==> config.mk <==
export PLATFORM = sky130hd
export DESIGN_NAME = qupls_rename_src_a_flat
export DESIGN_NICKNAME = d
export VERILOG_FILES = /design/src/rtl/qupls_rename_src_a_pkg.sv /design/src/rtl/qupls_rename_src_a_if.sv /design/src/rtl/qupls_skid2.sv /design/src/rtl/qupls_rename_src_a.sv /design/src/flat_wrapper.sv
export SDC_FILE = /design/constraint.sdc
export NUM_CORES = 2
export LEC_CHECK = 0
export CORE_AREA = 2 2 346 280
export DETAILED_ROUTE_END_ITERATION = 7
export DIE_AREA = 0 0 348 282
export PLACE_DENSITY = 0.78
export SLEW_MARGIN = 25
export SYNTH_ARGS = -nofsm -noshare
export SYNTH_HDL_FRONTEND = slang
export SYNTH_SLANG_ARGS = --single-unit
==> constraint.sdc <==
create_clock -name clk -period 2.4 [get_ports clk]
set_input_delay 0.24 -clock clk [delete_from_list [all_inputs] [get_ports clk]]
set_output_delay 0.24 -clock clk [all_outputs]
set_load 0.005 [all_outputs]
==> src/rtl/qupls_rename_src_a_pkg.sv <==
// qupls_rename_src_a_pkg: widths, register/tag types and the rename entry carried through the skid buffer
package qupls_rename_src_a_pkg;
  localparam int AREG_W = 7;
  localparam int PREG_W = 9;
  localparam int TAG_W = 8;
  typedef logic [AREG_W-1:0] aregno_t;
  typedef logic [PREG_W-1:0] pregno_t;
  typedef logic [TAG_W-1:0] seqtag_t;
  localparam aregno_t AREG_ZERO = '0;
  typedef struct packed {
    pregno_t Pa;
    seqtag_t tag;
    logic byp;
  } rn_ent_t;
endpackage

==> src/rtl/qupls_rename_src_a_if.sv <==
// qupls_rename_src_a_if: capture handshake, map write port and output handshake of the source-A rename stage
//  master drives in_valid/in_Ra/in_tag, wr_en/wr_areg/wr_preg, out_ready; slave drives in_ready, out_valid/out_Pa/out_tag/out_byp
interface qupls_rename_src_a_if;
  import qupls_rename_src_a_pkg::*;
  logic in_valid;
  logic in_ready;
  aregno_t in_Ra;
  seqtag_t in_tag;
  logic wr_en;
  aregno_t wr_areg;
  pregno_t wr_preg;
  logic out_valid;
  logic out_ready;
  pregno_t out_Pa;
  seqtag_t out_tag;
  logic out_byp;
  modport master (
    output in_valid, in_Ra, in_tag, wr_en, wr_areg, wr_preg, out_ready,
    input in_ready, out_valid, out_Pa, out_tag, out_byp
  );
  modport slave (
    input in_valid, in_Ra, in_tag, wr_en, wr_areg, wr_preg, out_ready,
    output in_ready, out_valid, out_Pa, out_tag, out_byp
  );
endinterface

==> src/rtl/qupls_skid2.sv <==
// qupls_skid2: 2-entry registered valid/ready FIFO of rename entries with synchronous flush
//  clk/rst_n clock and async active-low reset; flush drops all entries and any same-cycle push
//  in_valid/in_ready/in_data push side; out_valid/out_ready/out_data pop side (out_data is the head register)
module qupls_skid2
  import qupls_rename_src_a_pkg::*;
(
  input  logic    clk,
  input  logic    rst_n,
  input  logic    flush,
  input  logic    in_valid,
  output logic    in_ready,
  input  rn_ent_t in_data,
  output logic    out_valid,
  input  logic    out_ready,
  output rn_ent_t out_data
);
  logic [1:0] cnt;
  rn_ent_t e0, e1;
  logic push, pop;
  assign in_ready = cnt < 2'd2;
  assign out_valid = cnt != 2'd0;
  assign out_data = e0;
  assign push = in_valid && in_ready && !flush;
  assign pop = out_valid && out_ready;
  always_ff @(posedge clk or negedge rst_n)
    if (!rst_n) begin
      cnt <= 2'd0;
      e0 <= '0;
      e1 <= '0;
    end else begin
      cnt <= flush ? 2'd0 : cnt + 2'(push) - 2'(pop);
      // a push lands in the head slot when the FIFO is empty or the head leaves this cycle
      if (push && (cnt == 2'd0 || (cnt == 2'd1 && pop))) e0 <= in_data;
      else if (pop && cnt == 2'd2) e0 <= e1;
      if (push && cnt == 2'd1 && !pop) e1 <= in_data;
    end
endmodule

==> src/rtl/qupls_rename_src_a.sv <==
// qupls_rename_src_a: renames architectural source A to a physical tag through a 128-entry speculative map
//  clk clock; rst_n async active-low reset (identity map, empty buffer); flush_i drops in-flight entries
//  bus.slave: in_valid/in_ready/in_Ra/in_tag capture, wr_en/wr_areg/wr_preg map update,
//  out_valid/out_ready/out_Pa/out_tag/out_byp registered result
module qupls_rename_src_a
  import qupls_rename_src_a_pkg::*;
(
  input logic clk,
  input logic rst_n,
  input logic flush_i,
  qupls_rename_src_a_if.slave bus
);
  pregno_t map [2**AREG_W];
  rn_ent_t ent, head;
  logic byp;
  // the same-cycle write is older in program order, so it wins over the table
  assign byp = bus.wr_en && bus.wr_areg == bus.in_Ra && bus.in_Ra != AREG_ZERO;
  always_comb begin
    ent.Pa = bus.in_Ra == AREG_ZERO ? pregno_t'(0) : byp ? bus.wr_preg : map[bus.in_Ra];
    ent.tag = bus.in_tag;
    ent.byp = byp;
  end
  // register 0 is hardwired; writes to it are dropped so map[0] stays 0
  always_ff @(posedge clk or negedge rst_n)
    if (!rst_n) for (int i = 0; i < 2**AREG_W; i++) map[i] <= PREG_W'(i);
    else if (bus.wr_en && bus.wr_areg != AREG_ZERO) map[bus.wr_areg] <= bus.wr_preg;
  qupls_skid2 u_skid (
    .clk(clk),
    .rst_n(rst_n),
    .flush(flush_i),
    .in_valid(bus.in_valid),
    .in_ready(bus.in_ready),
    .in_data(ent),
    .out_valid(bus.out_valid),
    .out_ready(bus.out_ready),
    .out_data(head)
  );
  assign bus.out_Pa = head.Pa;
  assign bus.out_tag = head.tag;
  assign bus.out_byp = head.byp;
endmodule

==> src/flat_wrapper.sv <==
// flat-port wrapper written by rule: the top's interface ports become plain ports
module qupls_rename_src_a_flat import qupls_rename_src_a_pkg::*;
  (clk, rst_n, flush_i, bus_in_valid, bus_in_Ra, bus_in_tag, bus_wr_en, bus_wr_areg, bus_wr_preg, bus_out_ready, bus_in_ready, bus_out_valid, bus_out_Pa, bus_out_tag, bus_out_byp);
  qupls_rename_src_a_if bus_i ();
  input logic clk;
  input logic rst_n;
  input logic flush_i;
  input wire logic [$bits(bus_i.in_valid)-1:0] bus_in_valid;
  input wire logic [$bits(bus_i.in_Ra)-1:0] bus_in_Ra;
  input wire logic [$bits(bus_i.in_tag)-1:0] bus_in_tag;
  input wire logic [$bits(bus_i.wr_en)-1:0] bus_wr_en;
  input wire logic [$bits(bus_i.wr_areg)-1:0] bus_wr_areg;
  input wire logic [$bits(bus_i.wr_preg)-1:0] bus_wr_preg;
  input wire logic [$bits(bus_i.out_ready)-1:0] bus_out_ready;
  output wire logic [$bits(bus_i.in_ready)-1:0] bus_in_ready;
  output wire logic [$bits(bus_i.out_valid)-1:0] bus_out_valid;
  output wire logic [$bits(bus_i.out_Pa)-1:0] bus_out_Pa;
  output wire logic [$bits(bus_i.out_tag)-1:0] bus_out_tag;
  output wire logic [$bits(bus_i.out_byp)-1:0] bus_out_byp;
  assign bus_i.in_valid = bus_in_valid;
  assign bus_i.in_Ra = bus_in_Ra;
  assign bus_i.in_tag = bus_in_tag;
  assign bus_i.wr_en = bus_wr_en;
  assign bus_i.wr_areg = bus_wr_areg;
  assign bus_i.wr_preg = bus_wr_preg;
  assign bus_i.out_ready = bus_out_ready;
  assign bus_in_ready = bus_i.in_ready;
  assign bus_out_valid = bus_i.out_valid;
  assign bus_out_Pa = bus_i.out_Pa;
  assign bus_out_tag = bus_i.out_tag;
  assign bus_out_byp = bus_i.out_byp;
  qupls_rename_src_a u_core (.clk(clk), .rst_n(rst_n), .flush_i(flush_i), .bus(bus_i));
endmodule
After elaboration in Yosys (flattened, before gate mapping)
Index checks and enable logic that the tools add are counted.

Reduce and logical (&&, ||, !) cells: 21. Bitwise operators: 2. Order comparisons: 4. Equal/unequal tests: 3. Add/subtract/negate cells: 2. Multiplexer cells: 11.

Operators with widths (count): $bwmux 1152 (1); $bmux 9 s7 (1); $demux 9 s7 (1); $mux 9 (5); $mux 18 (2); $ge 8x8->1 const B (2); $not 7->8 (2); $reduce_bool 7->1 (2); $logic_and 1x1->1 (12); $lt 8x1->1 const B (1); $eq 7x7->1 (1); $logic_not 7->1 (1); $reduce_bool 2->1 (2); $add 2x1->2 (1); $eq 2x1->1 const B (1); $eq 2x2->1 const B (1); $logic_not 1->1 (2); $logic_not 2->1 (1); $lt 2x2->1 const B (1); $mux 2 (1); $sub 2x1->2 (1); $logic_or 1x1->1 (1).

Word-level logic and storage cells: 178. Input bits: 37. Output and inout bits: 20. Register bits after elaboration: 1190.

Longest topological paths before layout
Depth after elaboration: 7. Gate-level depth with buffers: 12. Depth with buffers taken out: 9.

By module
Synthesis repeated with hierarchy kept, for this count alone.

Cells, all modules: 3607. Area total of the unflattened synthesis: 55547.0 um2.

By module, submodules not included: qupls_rename_src_a (times used 1, cells an instance 3442, seq. area each 29388.2 um2, area each 53628.9 um2); qupls_skid2 (times used 1, cells an instance 165, seq. area each 950.9 um2, area each 1918.1 um2).

Least setup slack after synthesis
Ideal clock, no wire load.

Path type: in2reg. Start point: input port bus_in_Ra[0]. End point: register u_core.u_skid.e0, in the netlist u_core.u_skid.out_data[9]. Data arrival time: 2164 ps. Buffers on the path: 3. Slack: 98 ps. Stages on the path: 9. Setup time: 138 ps. Data required time: 2262 ps. Cell sequence: buf_6 buf_12 buf_6 mux4_2 mux4_2 a221oi_1 o211ai_1 o2111ai_1 a21oi_1.

Word-level cells in the longest chain between the ends: 7. Elaborated cells on any way between the ends: 12. Those cells by class: eq/ne (1); mux (6); bitwise (1); reduce/logical (4).

RTL lines: start: declaration (RTL line flat_wrapper.sv:9) `input wire logic [$bits(bus_i.in_Ra)-1:0] bus_in_Ra;`; $not 7->8 (not written as such) (RTL line qupls_rename_src_a.sv:19) `ent.Pa = bus.in_Ra == AREG_ZERO ? pregno_t'(0) : byp ? bus.wr_preg : map[bus.in_Ra];`; $bmux 9 s7 (RTL line qupls_rename_src_a.sv:19); $mux 9 (not written as such) (2 in a row) (RTL line qupls_rename_src_a.sv:19); $mux 9 (RTL line qupls_rename_src_a.sv:19); $mux 9 (*) (RTL line qupls_rename_src_a.sv:19); $mux 18 (*) (RTL line qupls_skid2.sv:33) `if (push && (cnt == 2'd0 || (cnt == 2'd1 && pop))) e0 <= in_data;`; end signal: assignment (RTL line qupls_skid2.sv:33); end: declaration (RTL line qupls_skid2.sv:18) `rn_ent_t e0, e1;`.

Every way passes the cells marked *; elsewhere a longest branch is shown, timed or not. The select of a mux whose other input is x is not followed. A chain may end at the register's enable or synchronous reset.

Worst setup path after layout
Start point: register u_core.map[275] in the netlist's numbering. End point: register u_core.u_skid.e0, in the netlist u_core.u_skid.out_data[14].

Word-level cells in the longest chain between the ends: 6.

RTL lines: start: declaration (RTL line qupls_rename_src_a.sv:13) `pregno_t map [2**AREG_W];`; start signal: indexed assignment (RTL line qupls_rename_src_a.sv:26) `else if (bus.wr_en && bus.wr_areg != AREG_ZERO) map[bus.wr_areg] <= bus.wr_preg;`; $bmux 9 s7 (RTL line qupls_rename_src_a.sv:19); $mux 9 (not written as such) (2 in a row) (RTL line qupls_rename_src_a.sv:19); $mux 9 (2 in a row) (RTL line qupls_rename_src_a.sv:19); $mux 18 (RTL line qupls_skid2.sv:33).

Every way passes these cells. The select of a mux whose other input is x is not followed.

==> impl_metrics.csv <==
group,metric,value,unit
cts,cts_root_buf,"clkbuf_16",
detailed_routing,wl_per_cell,30.25,um
yosys,synthFlopType,"dfrtp_1",
detailed_routing,routed_via_density,6.621,
floorplan,die_height,282,um
worst_setup_path,endpoint_kind,"register",
outcome,status,"finished, violations left",
global_route,antenna_found_initial,8,
placement,numPortBuffers,56,
timing,finClkSkew,25.24,ps
power_and_ir_drop,power,49.82,mW
worst_setup_path,crit_path_start_kind,"register",
cts,cts_buffers,114,
finish,layout-drive-gt1-share,64.07,%
timing,finalCritPeriodShare,101.7,%
finish,fillers,5991,
global_route,grt_overflow,0,
yosys,syn_nets,3691,
yosys,synth_area_per_cell,15.17,um^2
worst_setup_path,critPathMostFrequentCell,"nand4_1",
global_route,grt_pass1_wl,249.6,mm
floorplan,dieArea,0.09814,mm^2
yosys,synth_warnings,0,
cts,clk_pin_slew,70,ps
timing,finalSetupTns,-105.6,ps
timing,max_freq,409.7,MHz
timing,period_minus_slack,2441,ps
detailed_routing,dr.pass1.iters,6,
timing,setup_viol,4,
flow_run,drv_cap,0,
yosys,ys_async_sr_fraction,100.0,%
global_route,grt_pass1_vias,37282,
floorplan,top_level_ports,57,
cts,insertion_delay,750,ps
worst_setup_path,crit_slowest_cell,"dfstp_2",
hold_path,min_path_type,"primary input to async pin",
finish,multiInputGateArea,0.02376,mm^2
yosys,ys_seq_area_share,54.76,%
floorplan,coreArea,0.09440,mm^2
yosys,synth-edff-count,0,
detailed_routing,via_count,36276,
cts,cts-htree-levels,3,
yosys,ys_types,79,
placement,hpwl,113.8,mm
worst_setup_path,worstPathMaxFanout,2,
yosys,synth-seq-cells,1190,
cts,cts_tree,"done",
power_and_ir_drop,p_leak,29.77,nW
finish,nets,4179,
worst_setup_path,arrival,3100,ps
worst_setup_path,path_buf_inv,1,
yosys,synth_area,0.05540,mm^2
finish,regArea,0.03034,mm^2
detailed_routing,drcViolationCount,0,
worst_setup_path,critPathMaxStageDelay,530,ps
detailed_routing,drtAntennaViolNets,0,
worst_setup_path,required,3060,ps
cts,cts_sinks,1190,
worst_setup_path,critPathKind,"register to register",
power_and_ir_drop,p_per_area,754.7,mW/mm^2
timing,rsz0062_at_grt,"yes",
floorplan,initial_core_util,58.69,%
timing,tightest_slew,946.4,ps
global_route,grt_max_degree,116,
global_route,track_usage,34.40,%
detailed_routing,initialDrtViolationCount,4037,
timing,maxSlewHeadroom,36.90,%
timing,hold_viol,0,
timing,fin_ws,-40.86,ps
cts,clk_path_buf_depth,3,
outcome,violations,"setup timing",
worst_setup_path,cp_top_family,"compound AO/OA/AOI/OAI gates",
finish,syn_to_final_growth,19.15,%
worst_setup_path,path_cells,"mux4_2, mux2i_1, buf_4, a2111oi_2, nand4_1, nand4_1, o211ai_2, a21oi_2",
timing,slew_viol_final,0,
floorplan,placementRows,101,
yosys,synth_cells,3652,
detailed_routing,drt_wl_total,165.7,mm
placement,place_congestion,0.9672,
power_and_ir_drop,vdd.ir_drop.worst,0.6439,mV
floorplan,die_w,348,um
layer usage:
metal  vias up  track usage, %  part of all wire, %  routed length [um]
li1      14594               -                    -                   -
met1     19268           49.96                   41               68390
met2      1966           49.26                   43               71790
met3       434           10.62                   11               18910
met4        14           12.14                  4.0                6571
met5         -               0                0.053                  88
layout by cell type, fill, tap and decap left out, drive strengths merged, types with 18 or more instances in the layout:
cell,n
mux2,1172
dfrtp,742
buf,609
dfstp,448
mux4,254
clkbuf,157
nor2,150
nand2,119
mux2i,80
a22oi,43
clkdlybuf4s50,41
nor2b,32
clkinv,30
nand3,25
nor3,25
o22ai,22
a21oi,20
inv,20
o21ai,20
bufinv,18
through the flow:
stage               setup WS [ps]  hold slack, ps  instances  instance area [um^2]  utilization (%)
floorplan                   98.13          -55.59       3652                 55400                -
global placement            -1022           196.5       5259                 61610            65.27
detailed placement          -1089           202.9       5259                 61610            65.27
CTS                       -0.9599           13.51       5477                 65840            69.74
global route               -86.67           41.99       5477                 66010            69.92
finish                     -40.86           46.51       5479                 66010            69.93
worst register-to-register path, cell delays in order, from the launching register on:
cell       delay, ps
dfstp_2          530
mux4_2           290
mux2i_1           90
buf_4            150
a2111oi_2        490
nand4_1          360
nand4_1          210
o211ai_2         120
a21oi_2          150
cells in the mapped netlist, types with 10 or more instances:
| cell | instances | area [um^2] |
|---|---|---|
| and2_1 | 10 | 62.56 |
| o21ai_0 | 12 | 60.06 |
| a221oi_1 | 10 | 87.58 |
| o22ai_1 | 22 | 137.6 |
| inv_1 | 11 | 41.29 |
| and3_1 | 11 | 68.82 |
| nor2b_1 | 32 | 200.2 |
| nand3_1 | 25 | 125.1 |
| mux4_2 | 243 | 5473 |
| buf_4 | 26 | 195.2 |
| nand4_1 | 10 | 62.56 |
| dfstp_2 | 448 | 11770 |
| dfrtp_1 | 742 | 18570 |
| a2111oi_0 | 12 | 105.1 |
| mux2i_1 | 80 | 800.8 |
| nor3_1 | 23 | 115.1 |
| a211oi_1 | 16 | 120.1 |
| mux2_2 | 1172 | 13200 |
| a22oi_1 | 42 | 315.3 |
| mux4_1 | 10 | 262.8 |
| clkbuf_1 | 174 | 653.1 |
| buf_6 | 27 | 304.0 |
| nand2b_1 | 17 | 106.4 |
| buf_2 | 40 | 200.2 |
| a21oi_1 | 19 | 95.09 |
| a31oi_1 | 10 | 62.56 |
| nor2_1 | 149 | 559.3 |
| nand2_1 | 118 | 442.9 |
logic make-up after synthesis:
logic type,synth area share [%]
xor+xnor,0.1423
simple gates,3.670
buf+inv,2.789
flops,54.76
fa+ha+maj,0.04516
compound gates,2.929
mux,35.66
worst paths after layout:
check	depth (start not counted)	end	from	slack, ps
worst max-delay path	8	u_core.u_skid.out_data[14]	u_core.map[275]	-40
worst min-delay path	2	u_core.map[863]	rst_n	50
worst max register to register	8	u_core.u_skid.out_data[14]	u_core.map[275]	-40
worst min register to register	0	u_core.map[1146]	u_core.map[1146]	380
max in group asynchronous	4	u_core.map[515]	rst_n	1360
min in group clk	2	u_core.map[914]	bus_wr_preg[5]	90
cell type report:
type                    count  area share, %
diodes                      2       0.007582
clock buffers             157          4.998
clock inverters            60          1.287
inverters                  12        0.06823
multi-input cells        2171          36.00
flip-flops and latches   1190          45.96
well taps                1236          2.343
repair buffers            651          9.342
power breakdown:
| part | leakage (nW) | total, mW | switching, mW | internal [mW] |
|---|---|---|---|---|
| combinational | 13.0 | 6.49 | 3.18 | 3.31 |
| clock | 2.04 | 19.8 | 8.21 | 11.6 |
| sequential | 14.7 | 23.5 | 1.13 | 22.4 |
| total | 29.8 | 49.8 | 12.5 | 37.3 |
timing repair:
item | in CTS | in global routing
hold endpoints to repair | 476 | 0
resized for setup | 16 | 30
buffers inserted | 0 | 1
endpoints found under the setup margin | 8 | 14
pin swaps | 2 | 10
hold buffers | 1 | 0
flip-flops by register name, summed over array words and instances, names as in the netlist:
name,count
u_core.map,1152
u_core.u_skid.cnt,2
u_core.u_skid.e1,18
u_core.u_skid.out_data,18
Power figures use the tool's default switching activity.
